==> src/rtl/ds_hazard_ctrl_pkg.sv <==
// Shared types for the decode-stage hazard controller: GPR address width,
// forwarding-select codes and the E/M/W destination-tag entry.
package ds_hazard_ctrl_pkg;

  localparam int unsigned GPR_AW = 5;

  typedef enum logic [1:0] {
    FWD_RF  = 2'b00,
    FWD_EX  = 2'b01,
    FWD_MEM = 2'b10,
    FWD_WB  = 2'b11
  } fwd_sel_e;

  typedef struct packed {
    logic              v;
    logic              we;
    logic [GPR_AW-1:0] dest;
    logic              ld;
  } hz_tag_t;

  typedef struct packed {
    logic     hazard;
    fwd_sel_e sel;
  } port_res_t;

  function automatic logic tag_hit(hz_tag_t t, logic rd_en, logic [GPR_AW-1:0] raddr);
    return rd_en && (raddr != '0) && t.v && t.we && (t.dest == raddr);
  endfunction

endpackage

==> src/rtl/hz_tag_pipe.sv <==
// Three-entry E/M/W destination-tag shadow pipeline, advanced by the stage
// allow-in/valid handshakes; flush and reset clear every entry.
module hz_tag_pipe
  import ds_hazard_ctrl_pkg::*;
(
  input  logic    clk,
  input  logic    reset,
  input  logic    flush,
  input  logic    ds_fire,
  input  hz_tag_t ds_tag,
  input  logic    es_allow_in,
  input  logic    ms_allow_in,
  input  logic    ws_allow_in,
  input  logic    es_to_ms_valid,
  input  logic    ms_to_ws_valid,
  output hz_tag_t e_tag,
  output hz_tag_t m_tag,
  output hz_tag_t w_tag
);

  always_ff @(posedge clk) begin
    if (reset || flush) begin
      e_tag <= '0;
      m_tag <= '0;
      w_tag <= '0;
    end else begin
      if (es_allow_in) e_tag <= ds_fire ? ds_tag : '0;
      if (ms_allow_in) m_tag <= es_to_ms_valid ? e_tag : '0;
      if (ws_allow_in) w_tag <= ms_to_ws_valid ? m_tag : '0;
    end
  end

endmodule

==> src/rtl/ds_hazard_ctrl.sv <==
// Decode-stage register-hazard controller: interlock, forwarding selects and
// a saturating stall counter. Define FORWARD_EN for forwarding; default is pure interlock.
module ds_hazard_ctrl
  import ds_hazard_ctrl_pkg::*;
(
  input  logic              clk,
  input  logic              reset,
  input  logic              ds_valid,
  input  logic              rd_en1,
  input  logic              rd_en2,
  input  logic [GPR_AW-1:0] raddr1,
  input  logic [GPR_AW-1:0] raddr2,
  input  logic              ds_we,
  input  logic [GPR_AW-1:0] ds_dest,
  input  logic              ds_is_load,
  input  logic              es_allow_in,
  input  logic              ms_allow_in,
  input  logic              ws_allow_in,
  input  logic              es_to_ms_valid,
  input  logic              ms_to_ws_valid,
  input  logic              flush,
  output logic              ds_ready_go,
  output logic [1:0]        fwd_sel1,
  output logic [1:0]        fwd_sel2,
  output logic [31:0]       stall_cnt
);

  hz_tag_t   e_tag, m_tag, w_tag, ds_tag;
  port_res_t res1, res2;
  logic      ds_fire;

  // Youngest producer wins: E is checked before M before W.
  function automatic port_res_t resolve(hz_tag_t e, hz_tag_t m, hz_tag_t w,
                                        logic rd_en, logic [GPR_AW-1:0] raddr);
    port_res_t r;
    logic      hit_e, hit_m, hit_w;
    hit_e    = tag_hit(e, rd_en, raddr);
    hit_m    = tag_hit(m, rd_en, raddr);
    hit_w    = tag_hit(w, rd_en, raddr);
    r.hazard = 1'b0;
    r.sel    = FWD_RF;
`ifdef FORWARD_EN
    if (hit_e) begin
      r.sel    = FWD_EX;
      r.hazard = e.ld;
    end else if (hit_m) begin
      r.sel = FWD_MEM;
    end else if (hit_w) begin
      r.sel = FWD_WB;
    end
`else
    r.hazard = hit_e | hit_m | hit_w;
`endif
    return r;
  endfunction

  always_comb begin
    ds_tag      = '{v: 1'b1, we: ds_we, dest: ds_dest, ld: ds_is_load};
    res1        = resolve(e_tag, m_tag, w_tag, rd_en1, raddr1);
    res2        = resolve(e_tag, m_tag, w_tag, rd_en2, raddr2);
    ds_ready_go = ~(res1.hazard | res2.hazard);
    fwd_sel1    = res1.sel;
    fwd_sel2    = res2.sel;
    ds_fire     = ds_valid & ds_ready_go & es_allow_in;
  end

  hz_tag_pipe u_tag_pipe (
    .clk            (clk),
    .reset          (reset),
    .flush          (flush),
    .ds_fire        (ds_fire),
    .ds_tag         (ds_tag),
    .es_allow_in    (es_allow_in),
    .ms_allow_in    (ms_allow_in),
    .ws_allow_in    (ws_allow_in),
    .es_to_ms_valid (es_to_ms_valid),
    .ms_to_ws_valid (ms_to_ws_valid),
    .e_tag          (e_tag),
    .m_tag          (m_tag),
    .w_tag          (w_tag)
  );

  always_ff @(posedge clk) begin
    if (reset) begin
      stall_cnt <= '0;
    end else if (ds_valid && !ds_ready_go && (stall_cnt != '1)) begin
      stall_cnt <= stall_cnt + 32'd1;
    end
  end

endmodule

==> config.mk <==
export PLATFORM = sky130hd
export DESIGN_NAME = ds_hazard_ctrl
export DESIGN_NICKNAME = d
export VERILOG_FILES = /design/src/rtl/ds_hazard_ctrl_pkg.sv /design/src/rtl/hz_tag_pipe.sv /design/src/rtl/ds_hazard_ctrl.sv
export SDC_FILE = /design/constraint.sdc
export NUM_CORES = 1
export LEC_CHECK = 0
export CORE_UTILIZATION = 50
export DETAILED_ROUTE_END_ITERATION = 8
export PLACE_DENSITY = 0.85
export SKIP_CTS_REPAIR_TIMING = 1
export SYNTH_ARGS = -nofsm -noshare
export SYNTH_HDL_FRONTEND = slang
export SYNTH_SLANG_ARGS = --single-unit
==> constraint.sdc <==
create_clock -name clk -period 3.6 [get_ports clk]
set_clock_uncertainty 0.2 [all_clocks]
set_input_delay 0.36 -clock clk [delete_from_list [all_inputs] [get_ports clk]]
set_output_delay 0.36 -clock clk [all_outputs]
set_load 0.005 [all_outputs]
---- Word level (Yosys, flattened, before mapping) ----
Index checks and enable logic that the tools add are counted.
cells by class
  reduce and logical (&&, ||, !) cells .... 25
  bitwise gates (word level) .............. 8
  multipliers ............................. 0
  order comparisons ....................... 0
  shift-type cells ........................ 0
  div/mod/pow operators ................... 0
  equality and inequality tests ........... 7
  add/subtract/negate cells ............... 1
  multiplexer cells ....................... 3
operators by type and width
  cell                     number
  $add A32 B1 Y32 const B  1
  $ne A32 B32 Y1 const B   1
  $eq A5 B5 Y1             6
  $mux W8                  3
  $logic_and A1 B1 Y1      22
  $reduce_bool A5 Y1       2
  $or A1 B1 Y1             5
  $and A1 B1 Y1            2
  $logic_or A1 B1 Y1       1
  $not A1 Y1               1
storage, ports and cells
  register bits ........................... 55
  memory bits (read-only) ................. 0
  memories kept ........................... 0
  latch bits .............................. 0
  logic and storage cells ................. 56
  bits of input ports ..................... 28
  bits in writable memories ............... 0

---- Logic depth before layout (Yosys ltp) ----
Gate-level depths: netlist of the first run.
  depth after elaboration ................. 12
  gate-level depth with buffers ........... 11
  depth with buffers taken out ............ 8

---- Cells and area by module ----
From an unflattened synthesis of the first run, not the netlist that was laid out.
second synthesis, totals
  cell total of the unflattened synthesis .. 385
  area total of the unflattened synthesis .. 3304.4 um2
by module, submodules not included
  module          sequential area each (um2)  instances  area an instance (um2)  cells an instance
  ds_hazard_ctrl  640.6                       1          2284.7                  279
  hz_tag_pipe     480.5                       1          1019.7                  106

---- Worst setup path after synthesis of the first run ----
OpenSTA, ideal clock, no wires.
  path type ............................... reg2reg
  start ................................... register stall_cnt[0]
  end ..................................... register stall_cnt[19]
  slack ................................... 1.050 ns
  setup time .............................. 0.071 ns
  stages on the path, launching flop included .. 11
  arrival ................................. 2.280 ns
  clock period less this slack ............ 2.550 ns
  buffers on the path ..................... 2
  cell sequence ........................... dfxtp_1 -> ha_1 -> nand3_1 -> nor3_1 -> a311o_1 -> a31o_2 -> and2_4 -> buf_6 -> buf_6 -> or4_1 -> a21oi_1
between the ends
  word-level cells in the longest chain between the ends .. 2
  elaborated cells on any way between the ends .. 3
  those cells by class .................... 1 x add/sub; 1 x eq/ne; 1 x reduce/logical
ends and longest elaborated chain
  element                                                  line                  text
  start: declaration                                       ds_hazard_ctrl.sv:25  output logic [31:0] stall_cnt
  start signal: assignment                                 ds_hazard_ctrl.sv:87  stall_cnt <= stall_cnt + 32'd1;
  branches (longest 2 deep; another with $add A32 B1 Y32)  --
Parallel ways; which one is timed is not known.
A chain may end at the register's enable or synchronous reset.

---- Final worst setup path of the first run ----
  start ................................... input raddr1[1]
  end ..................................... output ds_ready_go
between the ends
  word-level cells in the longest chain between the ends .. 9
  elaborated cells on any way between the ends .. 18
  those cells by class .................... 3 x eq/ne; 4 x bitwise; 11 x reduce/logical
ends and longest elaborated chain
  element                            line                      text
  start: declaration                 ds_hazard_ctrl.sv:11      input logic [GPR_AW-1:0] raddr1,
  $reduce_bool A5 Y1                 ds_hazard_ctrl_pkg.sv:27  return rd_en && (raddr != '0) && t.v && t.we && (t.dest == raddr);
  $logic_and A1 B1 Y1 (4 in series)  ds_hazard_ctrl_pkg.sv:27
  $or A1 B1 Y1                       ds_hazard_ctrl.sv:52      r.hazard = hit_e | hit_m | hit_w;
  $or A1 B1 Y1 (*)                   ds_hazard_ctrl.sv:52
  $or A1 B1 Y1 (*)                   ds_hazard_ctrl.sv:61      ds_ready_go = ~(res1.hazard | res2.hazard);
  $not A1 Y1 (*)                     ds_hazard_ctrl.sv:61
  end: declaration                   ds_hazard_ctrl.sv:22      output logic ds_ready_go,
Mark *: on every way between the ends. The rest lies on a longest branch, timed or not.

==> flow_metrics.tcl, run 1 <==
set metrics [dict create \
    synth_edf_count 0 \
    htreeDepth 2 \
    grt_max_degree 55 \
    syn_inst 342 \
    vias_per_cell 6.01 \
    reg2reg_slack_ps 730 \
    yosysTopAreaCell "dfxtp_1" \
    drt_iter0_markers 213 \
    synthFlopType "dfxtp_1" \
    p_comb_share_pct 8.1 \
    end_kind "output port" \
    final_common_cell "clkdlybuf4s50_1" \
    initial_core_util_pct 51.8 \
    final_cell_mix "clkdlybuf4s50_1, dfxtp_1, a21oi_1" \
    cts_buffer_depth 2 \
    yosysWarnings 0 \
    power.density_nw_per_um2 285 \
    fin_ws_ps 527 \
    grt_antenna_before_repair 0 \
    p_sw_uw 223 \
    path_clk_slew_ps 90 \
    seq_area_frac_synth_pct 37.2 \
    cts_made_buffers 5 \
    worstSetupPathType "in -> out" \
    final_hold_viol_count 0 \
    synthSimpleGateAreaFrac_pct 27.8 \
    ys_types 39 \
    grt_overflow 0 \
    synth_compound_area_share_pct 18.9 \
    min_path_type "reg -> reg" \
    routed_wl_um 6840 \
    wl_per_cell_um 14.8 \
    synthAdderAreaFrac_pct 0.438 \
    rsz0062_at_grt "false" \
    syn-cell-area_sq_um 2850 \
    max_slew_margin_pct 43.5 \
    grt_pass1_vias 2526 \
    status "finished clean" \
    clk_latency_ps 300 \
    synth_top_family_by_area "simple AND/OR/NAND/NOR gates" \
    slew_viol_final 0 \
    num_rows 27 \
    grt_pass1_wl_um 11200 \
    synth-seq-cells 53 \
    setup_violations 0 \
    drcViolationCount 0 \
    critPathLaunchType "primary input" \
    finalSetupTns_ps 0 \
    yosysTopAreaCellShare_pct 37.2 \
    n_fill_cell 466 \
    nets 420 \
    ios 65 \
    synth.area.mux_share_pct 0.351 \
    post-place-ws_ps 450 \
    synth_area_per_cell_sq_um 8.34 \
    gp_congestion 0.903 \
    drive_gt1_share_pct 4.09 \
    fin_crit_ps 3070 \
    swShare_pct 22.2 \
    clock_power_share_pct 33.2 \
    cts_tree "done" \
    first_pass_iters 4 \
    track_usage_pct 23.1 \
    area_growth_pct 23.7 \
    power.leakage_uw 0.00112 \
    ant_nets 0 \
    dieArea_sq_um 6010 \
    sequentialPowerShare_pct 58.7 \
    critPathMaxFanout 4 \
    dpl.hpwl_um 4930 \
    cts_root_buffer "clkbuf_8" \
    max_freq_ghz 0.325 \
    maxCapViolations 0 \
    ir_drop_uv 177 \
    num_vias 2784 \
    synth_xor_area_share_pct 10.1 \
    finalCritPeriodShare_pct 85.4 \
    portBuffers 59 \
    die_y_um 77.6 \
    internal_power_uw 782 \
    synthTopCellsByArea "dfxtp_1, xor2_1, a21oi_1" \
    arrival_ps 2510 \
    diodes 0 \
    core_sq_um 5510 \
    cp.required_ps 3040 \
    worst_pin_slew_ps 839 \
    ys_async_sr_fraction_pct 0 \
    cts.sinks 53 \
    dieWidth_um 77.6 \
]
==> worst max-delay path, cell delays in order <==
cell	delay, ps
clkdlybuf4s50_1	530
or4_1	580
o21ai_1	230
a31oi_1	70
nor2_1	200
clkdlybuf4s50_1	540
==> power by group through the flow <==
stage	logic [uW]	clock network (uW)	registers (uW)
final	81.1	334	590
after global routing	87.4	363	591
after CTS	80.9	342	590
after detailed placement	80.7	0	604
after global placement	78.9	0	604
after floorplan	38.8	0	603
==> layout make-up <==
type / instances / area [sq um] / share of cell area [%]
Sequential cell: 53 / 1060 / 30.0
Inverter: 8 / 30.0 / 0.850
Multi-Input combinational cell: 262 / 1660 / 47.0
Tap cell: 72 / 90.1 / 2.55
Clock buffer: 7 / 86.3 / 2.45
Timing Repair Buffer: 61 / 606 / 17.2
==> kinds of logic (layout without fill, tap and decap cells) <==
kind of cell             after synthesis  in the layout
AO/OA/AOI/OAI                         86             86
XOR/XNOR                              33             33
adder cells (fa/ha/maj)                1              1
buffers and inverters                 30             76
flip-flops                            53             53
multiplexers                           1              1
other                                  1              4
AND/OR/NAND/NOR                      137            137
==> synthesized netlist by cell type (4+ instances only) <==
| cell type | number |
|---|---|
| o21ai_0 | 11 |
| nand2_1 | 15 |
| xnor2_1 | 8 |
| nand4_1 | 15 |
| inv_1 | 8 |
| or4_1 | 18 |
| o31ai_1 | 15 |
| xor2_1 | 25 |
| and3_1 | 8 |
| a21oi_1 | 40 |
| clkbuf_1 | 13 |
| or3_1 | 10 |
| a32o_1 | 6 |
| nor2_1 | 10 |
| nor4_1 | 8 |
| nor3_1 | 5 |
| buf_4 | 4 |
| dfxtp_1 | 53 |
| nand3_1 | 24 |
| nand2b_1 | 14 |
==> flip-flops by register name, summed over array words and instances (netlist names) <==
name,count
u_tag_pipe.e_tag,7
stall_cnt,32
u_tag_pipe.w_tag,7
u_tag_pipe.m_tag,7
==> final timing paths <==
check	start	endpoint	cells after the start
max	raddr1[1]	ds_ready_go	6
min	stall_cnt[30]	stall_cnt[30]	2
max reg2reg	stall_cnt[0]	stall_cnt[5]	9
min reg2reg	stall_cnt[30]	stall_cnt[30]	2
==> layer usage <==
metal / GRT usage (%) / wire length [um]
met2: 38.3 / 3210
met5: 0 / 0
met3: 3.88 / 341
met1: 30.0 / 3170
met4: 8.30 / 114
==> through the flow <==
stage / util (%) / std cells / hold WS, ps / total power, uW / area (sq um)
floorplan: - / 345 / 259 / 642 / 2870
global placement: 62.6 / 456 / 273 / 683 / 3440
detailed placement: 62.6 / 456 / 283 / 685 / 3440
CTS: 64.1 / 463 / 297 / 1010 / 3530
global route: 64.1 / 463 / 328 / 1040 / 3530
finish: 64.1 / 463 / 309 / 1010 / 3530
Note: power is estimated with default switching activity, not from simulation.
==> run 2: changes to the inputs <==
- CORE_MARGIN: unset -> 5
- SLEW_MARGIN: unset -> 25
==> run 2 against run 1 <==
Effect of this change:
- global-route usage down 3.8 points
- die area increased by 22%
- largest power group unchanged
- clock power is 25% higher
- highest routed layer unchanged
- routed wire length increased by 4.3%
- sequential cell count unchanged
- first-iteration DRC count up 22%
==> flow_metrics.tcl, run 2 (synthesis results as in run 1) <==
set metrics [dict create \
    worst_pin_slew_ps 793 \
    arrival_ps 2510 \
    final_hold_viol_count 0 \
    max_slew_margin_pct 46.7 \
    critPathMaxFanout 4 \
    gp_congestion 0.916 \
    grt_antenna_before_repair 0 \
    drive_gt1_share_pct 4.34 \
    htreeDepth 2 \
    cts_root_buffer "clkbuf_8" \
    largest_register_ffs 32 \
    status "finished clean" \
    clk_latency_ps 300 \
    fin_util_pct 64.3 \
    slew_viol_final 0 \
    dieArea_sq_um 7320 \
    rsz0062_at_grt "false" \
    cp.required_ps 3040 \
    fin_crit_ps 3070 \
    path_cells "clkdlybuf4s50_1 > or4_1 > o21ai_1 > a31oi_1 > nor2_1 > clkdlybuf4s50_1" \
    worstSetupPathType "in -> out" \
    finalCritPeriodShare_pct 85.2 \
    finalSetupTns_ps 0 \
    crit_top_cell "clkdlybuf4s50_1" \
    portBuffers 59 \
    cts_tree "done" \
    end_kind "output port" \
    nets 420 \
    ant_nets 0 \
    dpl.hpwl_um 5260 \
    cts_made_buffers 5 \
    cts.sinks 53 \
    final_cell_mix "clkdlybuf4s50_1, dfxtp_1, a21oi_1" \
    drt_iter0_markers 259 \
    largest-register "stall_cnt" \
    first_pass_iters 4 \
    path_clk_slew_ps 90 \
    ios 65 \
    dieWidth_um 85.6 \
    routed_wl_um 7130 \
    total_power_uw 1090 \
    maxCapViolations 0 \
    track_usage_pct 19.2 \
    grt_pass1_wl_um 11800 \
    power.density_nw_per_um2 307 \
    max_freq_ghz 0.326 \
    setup_violations 0 \
    grt_overflow 0 \
    area_growth_pct 24.8 \
    grt_max_degree 55 \
    min_path_type "reg -> reg" \
    core_sq_um 5540 \
    num_rows 27 \
    grt_pass1_vias 2537 \
    power.leakage_uw 0.00114 \
    wl_per_cell_um 15.4 \
    critPathLaunchType "primary input" \
    vias_per_cell 5.93 \
    drcViolationCount 0 \
    diodes 0 \
    cts_buffer_depth 2 \
    worst_path_largest_cell_delay_ps 570 \
    initial_core_util_pct 51.5 \
    die_y_um 85.6 \
    final_common_cell "clkdlybuf4s50_1" \
    num_vias 2751 \
    slowest_stage "or4_1" \
    ir_drop_uv 206 \
]
==> run 2: worst paths after layout <==
kind / from / endpoint / slack [ps] / depth (start not counted)
min: u_tag_pipe.w_tag[6] / u_tag_pipe.w_tag[6] / 310 / 2
min reg2reg: u_tag_pipe.w_tag[6] / u_tag_pipe.w_tag[6] / 310 / 2
max: raddr1[1] / ds_ready_go / 530 / 6
max reg2reg: stall_cnt[0] / stall_cnt[23] / 760 / 9
==> run 2: cell type report <==
cell class | instances | area, sq um
Fill cell | 467 | 1980
Multi-Input combinational cell | 262 | 1660
Sequential cell | 53 | 1060
Timing Repair Buffer | 61 | 606
Tap cell | 72 | 90.1
Clock buffer | 7 | 86.3
Clock inverter | 1 | 30.0
Inverter | 8 | 30.0
==> run 2: worst max-delay path: cells and delay by family <==
family,cells,cell delay (ps)
buffers and inverters,2,1070
AND/OR/NAND/NOR,2,770
AO/OA/AOI/OAI,2,310
==> run 2: report_power, final <==
part,switching [uW],internal [uW],total [uW]
Clock,192,227,419
Combinational,40.4,41.7,82.1
Sequential,2.74,588,590
Total,236,856,1090
==> run 2: stage by stage <==
stage          setup slack (ps)  std cells  hold slack (ps)  cell area (sq um)
2_1_floorplan              1050        345              259               2870
4_1_cts                     524        464              304               3560
3_3_place_gp                525        456              276               3440
6_report                    531        464              306               3560
5_1_grt                     447        464              333               3560
3_5_place_dp                497        456              291               3440
==> run 2: per-layer routing <==
layer	part of all wire [%]	GRT usage, %
met5	0	0
met4	0.80	6.19
met3	6.5	3.94
met2	48	31.6
met1	45	25.2
